<file path="config.mk">
export PLATFORM = sky130hd
export DESIGN_NAME = quad_encoder_emulator
export DESIGN_NICKNAME = d
export VERILOG_FILES = /design/src/rtl/quad_pkg.sv /design/src/rtl/quad_encoder_emulator_step_tick_gen.sv /design/src/rtl/quad_encoder_emulator.sv
export SDC_FILE = /design/constraint.sdc
export NUM_CORES = 1
export LEC_CHECK = 0
export CAP_MARGIN = 20
export CORE_MARGIN = 1
export CORE_UTILIZATION = 50
export DETAILED_ROUTE_END_ITERATION = 8
export GPL_TIMING_DRIVEN = 0
export PLACE_DENSITY = 0.75
export RECOVER_POWER = 25
export SYNTH_ARGS = -nofsm -noshare
export SYNTH_HDL_FRONTEND = slang
export SYNTH_SLANG_ARGS = --single-unit
</file>
<file path="constraint.sdc">
create_clock -name clk -period 5.15 [get_ports clk]
set_clock_uncertainty 0.15 [all_clocks]
set_input_delay 1.03 -clock clk [delete_from_list [all_inputs] [get_ports clk]]
set_output_delay 1.03 -clock clk [all_outputs]
set_load 0.005 [all_outputs]
</file>
<file path="src/rtl/quad_pkg.sv">
// Shared definitions for the quadrature encoder emulator: default widths,
// the (A,B) phase encoding with its step functions, and direction codes.
package quad_pkg;

  localparam int POS_W_DEFAULT = 10;
  localparam int DIV_W_DEFAULT = 16;

  // Encoding is the literal (A,B) pair, so A = phase[1] and B = phase[0].
  typedef enum logic [1:0] {
    PH_00 = 2'b00,
    PH_01 = 2'b01,
    PH_10 = 2'b10,
    PH_11 = 2'b11
  } phase_t;

  localparam logic DIR_FWD = 1'b1;
  localparam logic DIR_REV = 1'b0;

  function automatic phase_t phase_fwd(input phase_t ph);
    case (ph)
      PH_00:   return PH_10;
      PH_10:   return PH_11;
      PH_11:   return PH_01;
      default: return PH_00;
    endcase
  endfunction

  function automatic phase_t phase_rev(input phase_t ph);
    case (ph)
      PH_00:   return PH_01;
      PH_01:   return PH_11;
      PH_11:   return PH_10;
      default: return PH_00;
    endcase
  endfunction

endpackage

</file>
<file path="src/rtl/quad_encoder_emulator_step_tick_gen.sv">
// Step-rate prescaler: emits a one-cycle tick every max(step_div,1) enabled
// cycles; hold freezes the count, clear parks it at zero.
module step_tick_gen
  import quad_pkg::*;
#(
  parameter int DIV_W = DIV_W_DEFAULT
) (
  input  logic             clk,
  input  logic             reset,
  input  logic             hold,
  input  logic             clear,
  input  logic [DIV_W-1:0] step_div,
  output logic             tick
);

  logic [DIV_W-1:0] cnt_reg;
  logic [DIV_W-1:0] cnt_next;
  logic [DIV_W-1:0] max_m1;

  assign max_m1 = (step_div == '0) ? '0 : step_div - DIV_W'(1);

  // ">=" rather than "==" so a shrinking step_div fires at once instead of
  // letting the counter run all the way around.
  assign tick = !hold && !clear && (cnt_reg >= max_m1);

  always_comb begin
    cnt_next = cnt_reg;
    if (clear) begin
      cnt_next = '0;
    end else if (!hold) begin
      cnt_next = tick ? '0 : cnt_reg + DIV_W'(1);
    end
  end

  always_ff @(posedge clk or negedge reset) begin
    if (!reset) begin
      cnt_reg <= '0;
    end else begin
      cnt_reg <= cnt_next;
    end
  end

endmodule

</file>
<file path="src/rtl/quad_encoder_emulator.sv">
// Quadrature transmitter walking a virtual shaft (mod ppr, shortest path)
// toward a target. Optional Z index output enabled by QUAD_EMU_INDEX_EN.
module quad_encoder_emulator
  import quad_pkg::*;
#(
  parameter int POS_W = POS_W_DEFAULT,
  parameter int DIV_W = DIV_W_DEFAULT
) (
  input  logic             clk,
  input  logic             reset,
  input  logic             en,
  input  logic [POS_W-1:0] ppr,
  input  logic [POS_W-1:0] target,
  input  logic [DIV_W-1:0] step_div,
  output logic             A,
  output logic             B,
  output logic             Z,
  output logic [POS_W-1:0] position,
  output logic             busy,
  output logic             dir
);

  phase_t           phase_reg;
  phase_t           phase_next;
  logic [POS_W-1:0] pos_reg;
  logic [POS_W-1:0] pos_next;
  logic             dir_reg;
  logic             dir_next;
  logic             busy_reg;
  logic             busy_next;

  logic             hold_mode;
  logic             pos_oob;
  logic [POS_W-1:0] tgt_eff;
  logic [POS_W-1:0] diff;
  logic             diff_nz;
  logic             go_fwd;
  logic             tick;
  logic             step_ok;

  step_tick_gen #(
    .DIV_W(DIV_W)
  ) u_tick (
    .clk     (clk),
    .reset   (reset),
    .hold    (!en),
    .clear   (!busy_reg),
    .step_div(step_div),
    .tick    (tick)
  );

  assign hold_mode = (ppr < POS_W'(4));
  assign pos_oob   = (pos_reg >= ppr);
  assign tgt_eff   = (target < ppr) ? target : ppr - POS_W'(1);

  // Modular distance kept in POS_W bits: both branches stay below ppr.
  always_comb begin
    if (tgt_eff >= pos_reg) begin
      diff = tgt_eff - pos_reg;
    end else begin
      diff = tgt_eff + (ppr - pos_reg);
    end
  end

  assign diff_nz = !hold_mode && !pos_oob && (diff != '0);
  assign go_fwd  = (diff <= (ppr >> 1));
  assign step_ok = tick && diff_nz;

  always_comb begin
    phase_next = phase_reg;
    pos_next   = pos_reg;
    dir_next   = dir_reg;
    busy_next  = diff_nz;
    if (pos_oob) begin
      pos_next = '0;
    end else if (step_ok) begin
      if (go_fwd) begin
        phase_next = phase_fwd(phase_reg);
        pos_next   = (pos_reg == ppr - POS_W'(1)) ? '0 : pos_reg + POS_W'(1);
        dir_next   = DIR_FWD;
      end else begin
        phase_next = phase_rev(phase_reg);
        pos_next   = (pos_reg == '0) ? ppr - POS_W'(1) : pos_reg - POS_W'(1);
        dir_next   = DIR_REV;
      end
    end
  end

  always_ff @(posedge clk or negedge reset) begin
    if (!reset) begin
      phase_reg <= PH_00;
      pos_reg   <= '0;
      dir_reg   <= DIR_FWD;
      busy_reg  <= 1'b0;
    end else begin
      phase_reg <= phase_next;
      pos_reg   <= pos_next;
      dir_reg   <= dir_next;
      busy_reg  <= busy_next;
    end
  end

`ifdef QUAD_EMU_INDEX_EN
  logic z_reg;

  always_ff @(posedge clk or negedge reset) begin
    if (!reset) begin
      z_reg <= 1'b0;
    end else begin
      z_reg <= (pos_next == '0) && (phase_next == PH_00);
    end
  end

  assign Z = z_reg;
`else
  assign Z = 1'b0;
`endif

  assign A        = phase_reg[1];
  assign B        = phase_reg[0];
  assign position = pos_reg;
  assign busy     = busy_reg;
  assign dir      = dir_reg;

endmodule

</file>
Word-level counts from Yosys, hierarchy flattened
Index checks and enable logic that the tools add are counted.

Bits in writable memories: 0. ROM bits: 0. Bits in registers: 30. Latch bits: 0. Input port bits: 39. Memories: 0.

Equal/unequal tests: 5. Multipliers: 0. Divide/modulo/power cells: 0. $add $sub $neg: 8. Reduce and logical (&&, ||, !) cells: 13. Shift operators: 0. Muxes and demuxes: 15. $lt $le $gt $ge: 6. Bitwise logic cells: 1.

Operators by type and width (number): 10-bit two-way mux (7); 16-bit two-way mux (4); 10-bit >= comparator (2); 10-bit by 1-bit subtractor with 10-bit output, second input constant (2); 10-bit subtractor (2); 16-bit by 1-bit adder with 16-bit output, second input constant (1); 16-bit >= comparator (1); 16-bit logical NOT (1); 16-bit by 1-bit subtractor with 16-bit output, second input constant (1); 2-bit one-hot mux with 3 select lines (2); 10-bit by 1-bit adder with 10-bit output, second input constant (1); 10-bit adder (1); 10-bit equality test (1); 10-bit by 9-bit less-or-equal comparator with 1-bit output (1); 10-bit logical NOT (1); 10-bit < comparator (1); 10-bit by 3-bit < comparator with 1-bit output, second input constant (1); 10-bit nonzero test (1); 1-bit logical AND (5); 2-bit equality test, second input constant (2); 2-bit by 1-bit equality test with 1-bit output, second input constant (1); 1-bit logical NOT (2); 2-bit logical NOT (1); 2-bit two-way mux (1); other kinds (5) (5).

Longest topological paths before layout
Depth after elaboration: 9. Gate-level depth with buffers: 29. Depth with buffers taken out: 27.

Hierarchy
A second synthesis with hierarchy kept.

Cells, all modules: 653. Area total of the unflattened synthesis: 5210.0 um2.

Modules (own cells, without submodules): quad_encoder_emulator (cells an instance 449, area an instance 3542.1 um2, instances 1); step_tick_gen (cells an instance 204, area an instance 1667.8 um2, instances 1).

Worst setup path before layout
Ideal clock, no wire load.

Path kind: input port to flip-flop. Start: input port ppr[7]. End: register pos_reg[0], in the netlist position[0]. Path slack: -1.976 ns. Stages: 27. Library setup time: 0.077 ns. Arrival: 6.899 ns. Path buffers: 2. Cells stage by stage: inv_1 ha_1 a211oi_1 nor2_1 nor3_1 nand2_1 clkbuf_1 o21ai_0 ha_1 inv_1 fa_1 a21o_1 a221oi_1 nand2_1 a31oi_1 clkbuf_1 mux2_2 ha_1 nor2b_1 o211ai_1 a21oi_1 nor3_1 a211oi_1 a221o_1 a21oi_1 a22oi_1 a21oi_1.

Cells in the longest elaborated chain, start to end: 8. Elaborated cells between the ends (all ways): 23. Classes of those cells: add/sub: 4; order compare: 5; eq/ne: 1; mux: 6; reduce/logical: 7.

RTL lines: from (decl) (RTL line quad_encoder_emulator.sv:12) `input logic [POS_W-1:0] ppr,`; 10-bit by 1-bit subtractor with 10-bit output / 10-bit < comparator (equally long branches) (RTL line quad_encoder_emulator.sv:54, quad_encoder_emulator.sv:79); 10-bit two-way mux (RTL line quad_encoder_emulator.sv:54) `assign tgt_eff = (target < ppr) ? target : ppr - POS_W'(1);`; 10-bit adder (tied with other cells) (RTL line quad_encoder_emulator.sv:61) `diff = tgt_eff + (ppr - pos_reg);`; 10-bit two-way mux (RTL line quad_encoder_emulator.sv:58) `if (tgt_eff >= pos_reg) begin`; 10-bit by 9-bit less-or-equal comparator with 1-bit output / 10-bit nonzero test (equally long branches) (RTL line quad_encoder_emulator.sv:66, quad_encoder_emulator.sv:65); 10-bit two-way mux / 1-bit logical AND (equally long branches) (RTL line quad_encoder_emulator.sv:77, quad_encoder_emulator.sv:65); 10-bit two-way mux / 1-bit logical AND (equally long branches) (RTL line quad_encoder_emulator.sv:76, quad_encoder_emulator.sv:67); 10-bit two-way mux / 2-bit nonzero test (equally long branches); to (signal assigned) (RTL line quad_encoder_emulator.sv:97) `pos_reg <= pos_next;`; to (decl) (RTL line quad_encoder_emulator.sv:25) `logic [POS_W-1:0] pos_reg;`.

Parallel ways exist; a longest one is shown, timed or not. The select of a mux whose other input is x is not followed. A chain may end at the register's enable or synchronous reset.

Worst setup path in the final report
Start: input port ppr[1]. End: register pos_reg[3], in the netlist position[3].

Cells in the longest elaborated chain, start to end: 8. Elaborated cells between the ends (all ways): 24. Classes of those cells: add/sub: 4; order compare: 5; eq/ne: 1; mux: 7; reduce/logical: 7.

RTL lines (RTL line): 10-bit by 1-bit subtractor with 10-bit output / 10-bit < comparator (equally long branches) (quad_encoder_emulator.sv:54, quad_encoder_emulator.sv:79, quad_encoder_emulator.sv:83); 10-bit two-way mux (quad_encoder_emulator.sv:54); 10-bit adder (tied with other cells) (quad_encoder_emulator.sv:61); 10-bit two-way mux (quad_encoder_emulator.sv:58); 10-bit by 9-bit less-or-equal comparator with 1-bit output / 10-bit nonzero test (equally long branches) (quad_encoder_emulator.sv:66, quad_encoder_emulator.sv:65); 10-bit two-way mux / 1-bit logical AND (equally long branches) (quad_encoder_emulator.sv:77, quad_encoder_emulator.sv:65); 10-bit two-way mux / 1-bit logical AND (equally long branches) (quad_encoder_emulator.sv:76, quad_encoder_emulator.sv:67); 10-bit two-way mux / 2-bit nonzero test (equally long branches).

Parallel ways exist; a longest one is shown, timed or not. The select of a mux whose other input is x is not followed.

==> summary.md <==
| Metric | Value |
|---|---|
| TritonCTS Buffers | `5` |
| Crit path from | `ppr[1]` |
| H-Tree Depth | `2` |
| Worst min path class | `reg2reg` |
| Final Hold Vio Count | `0` |
| RSZ-0062 raised after global routing | `true` |
| Syn Nets | `748` |
| Worst Path Required | `5.13 ns` |
| Clk root buf | `clkbuf_8` |
| Peak per-stage delay on the critical path | `0.38 ns` |
| PwrDens | `461 nW/um2` |
| Share of cells above drive strength 1 | `24.6%` |
| Slack of the critical path | `-1.31 ns` |
| Flop-to-flop setup slack | `0.11 ns` |
| Ys async rst share | `100%` |
| #FFs+latches synth | `30` |
| Max Clk Rate | `155 MHz` |
| CTS Hold Bufs | `0` |
| Post-synthesis xor/xnor area fraction | `8.89%` |
| Slew Viols, Final | `0` |
| DR vias | `5473` |
| Worst path slowest cell | `a211o_4` |
| Synth top area share | `17.0%` |
| Vias in the first global route | `5345` |
| Post-synthesis simple-gate area fraction | `23.1%` |
| Final Hold Slack | `0.324 ns` |
| Final Instance Area | `6850 um2` |
| Crit path kind | `in2reg` |
| Nets | `857` |
| Leak Pwr | `0.00295 uW` |
| Max FFs per register | `16` |
| Antenna-violating nets left | `0` |
| DP HPWL | `11.8 mm` |
| Register area share after synthesis | `15.0%` |
| Pwr Total | `3160 uW` |
| Initial antenna violation count | `0` |
| Adder-Cell Fraction of Synth Area | `21.0%` |
| Synth Flop Type | `dfrtp_1` |
| Final period util | `125%` |
| Final setup vio count | `14` |
| Outcome | `finished, violations left` |
| Post-layout minimum cycle time | `6.46 ns` |
| Antenna cells | `0` |
| Vias per cell | `6.26` |
| Post-synth EDFFs | `0` |
| Initial Utilization | `51.5%` |
| Insertion delay to the later sink of the worst-skew pair | `0.28 ns` |
| Pin count of the biggest net entering global routing | `19` |
| Die footprint | `10400 um2` |
| Multi-input gate area | `4570 um2` |
| # fillers | `742` |
| Unique cell type count in the Yosys netlist | `66` |
| DRT Pass-1 Iters | `7` |
| Worst-path maximum fanout | `5` |
| Initial DRC count | `288` |
| R2R Path End | `position[3]$_DFFE_PN0P_` |
| Syn_area_per_cell | `7.94 um2` |
| Place WS | `-3.08 ns` |
| Worst rel slew slack | `40.6%` |
| Gr ovfl total | `0` |
| Area after DPL | `5850 um2` |
| Clk slew on worst S/H paths | `0.07 ns` |
| Area grow syn2layout | `36.7%` |
| CTS tree | `done` |
| Gpl congestion | `0.943` |
| Commonest cells after routing, fill and taps aside | `nand2_1 (51), ha_1 (51), o21ai_0 (38), buf_4 (37), nor2_1 (34)` |
| FP Rows | `36` |
| Critical Path Start Type | `input pin` |
| Die Y | `102 um` |
| Core area | `9730 um2` |
| Clock Tree Buf Depth | `2` |
| Sequential cell area | `752 um2` |
| CTS sink cnt | `30` |
| Synth Cell Area | `5010 um2` |
| Worst VDD drop | `0.296 mV` |
| DRT Wirelength | `16.4 mm` |
| Post-DR wirelength/cell | `18.8 um` |
| Largest family of logic cells by synthesized area | `simple AND/OR/NAND/NOR gates` |
| Crit path to | `position[3]$_DFFE_PN0P_` |
| Overall Global Routing Usage | `30.4%` |
| Post-synthesis mux area share | `4.77%` |
| Worst R2R Start | `position[2]$_DFFE_PN0P_` |
| Synth Area in Compound Gates | `22.1%` |
| Failing checks | `setup timing` |
| Mapped Cells | `631` |
| Register-to-Register Path Depth | `19` |
| Post-synth top area cell | `ha_1` |
| Post-layout util | `70.4%` |
| Worst Tran Pin Value | `0.888 ns` |
| Max-cap viol count | `0` |
| CP arrival | `6.44 ns` |
| Synth warn | `0` |
| I/O pin count | `54` |
| Die W | `102 um` |
| Worst Setup End Kind | `flop` |
| Number of remaining DRC errors | `0` |
| Port Buffers | `51` |
| Top post-synthesis cells by area | `ha_1 (17%), dfrtp_1 (14%), xnor2_1 (5.1%)` |
| Global-route wire length before repair | `24.9 mm` |
-- cell usage after synthesis (all sizes together) (4+ instances only) --
cell type,count
clkbuf,18
o22ai,6
o31a,4
nor2,38
a21o,17
o21a,7
xor2,20
nor2b,4
nand4,18
a211oi,10
nand2b,12
and3,14
a21oi,41
inv,42
or4,4
ha,68
fa,10
nand2,54
dfrtp,29
mux2,9
nor3,23
o21ai,43
mux2i,13
a31oi,4
o221ai,5
nor4,8
nand3,17
o41ai,5
xnor2,30
nor3b,7
or3,9
o31ai,6
-- area by class of cell --
type,instances,share of cell area [%]
multi-input combinational,539,66.8
timing repair buffer,101,13.7
sequential,30,11.0
inverter,42,2.67
tap,133,2.43
buffer,21,2.14
clock buffer,7,1.26
clock inverter,1,0.0731
-- what timing repair did --
item,CTS,global route
pin swaps,31,41
setup endpoints to repair,29,29
cloned,3,2
setup buffers,23,23
resized for setup,128,72
-- critical path, delay by kind of cell --
family	cells	cell delay, ns
compound gates	10	2.22
fa+ha+maj	4	0.95
buf+inv	8	1.05
mux	2	0.51
simple gates	5	0.65
-- cell families after synthesis --
group | count (synthesis)
AOI/OAI and AO/OA | 169
xor gates and xnor gates | 50
adders and majority gates | 78
buffers and inverters | 63
DFF | 30
muxes | 22
other | 1
and+or+nand+nor | 218
-- how the worst min path moves through the flow --
stage	from	endpoint	cells after the start
2_1_floorplan	u_tick.cnt_reg[15]$_DFFE_PN0P_	u_tick.cnt_reg[15]$_DFFE_PN0P_	1
3_3_place_gp	dir$_DFFE_PN1P_	dir$_DFFE_PN1P_	2
3_5_place_dp	dir$_DFFE_PN1P_	dir$_DFFE_PN1P_	2
4_1_cts	dir$_DFFE_PN1P_	dir$_DFFE_PN1P_	2
5_1_grt	dir$_DFFE_PN1P_	dir$_DFFE_PN1P_	2
6_report	dir$_DFFE_PN1P_	dir$_DFFE_PN1P_	2
-- where the power goes --
part,internal [uW],leakage [uW],switching (uW)
logic,1250,0.00250,1400
clock network,108,0.0000482,90.9
registers,269,0.000401,44.7
-- per-stage QoR --
stage / setup TNS, ns / cells
2_1_floorplan: -12.49 / 631
3_3_place_gp: -43.86 / 815
3_5_place_dp: -47.61 / 816
4_1_cts: -13.23 / 850
5_1_grt: -18.26 / 874
6_report: -16.78 / 874
-- per-layer routing --
metal / vias up / wire, um / track usage [%]
li1: 2554 / - / -
met1: 2621 / 6190 / 32.9
met2: 239 / 8410 / 55.9
met3: 59 / 953 / 5.40
met4: 0 / 858 / 17.0
met5: - / 0 / 0
(Power assumes the default switching activity.)
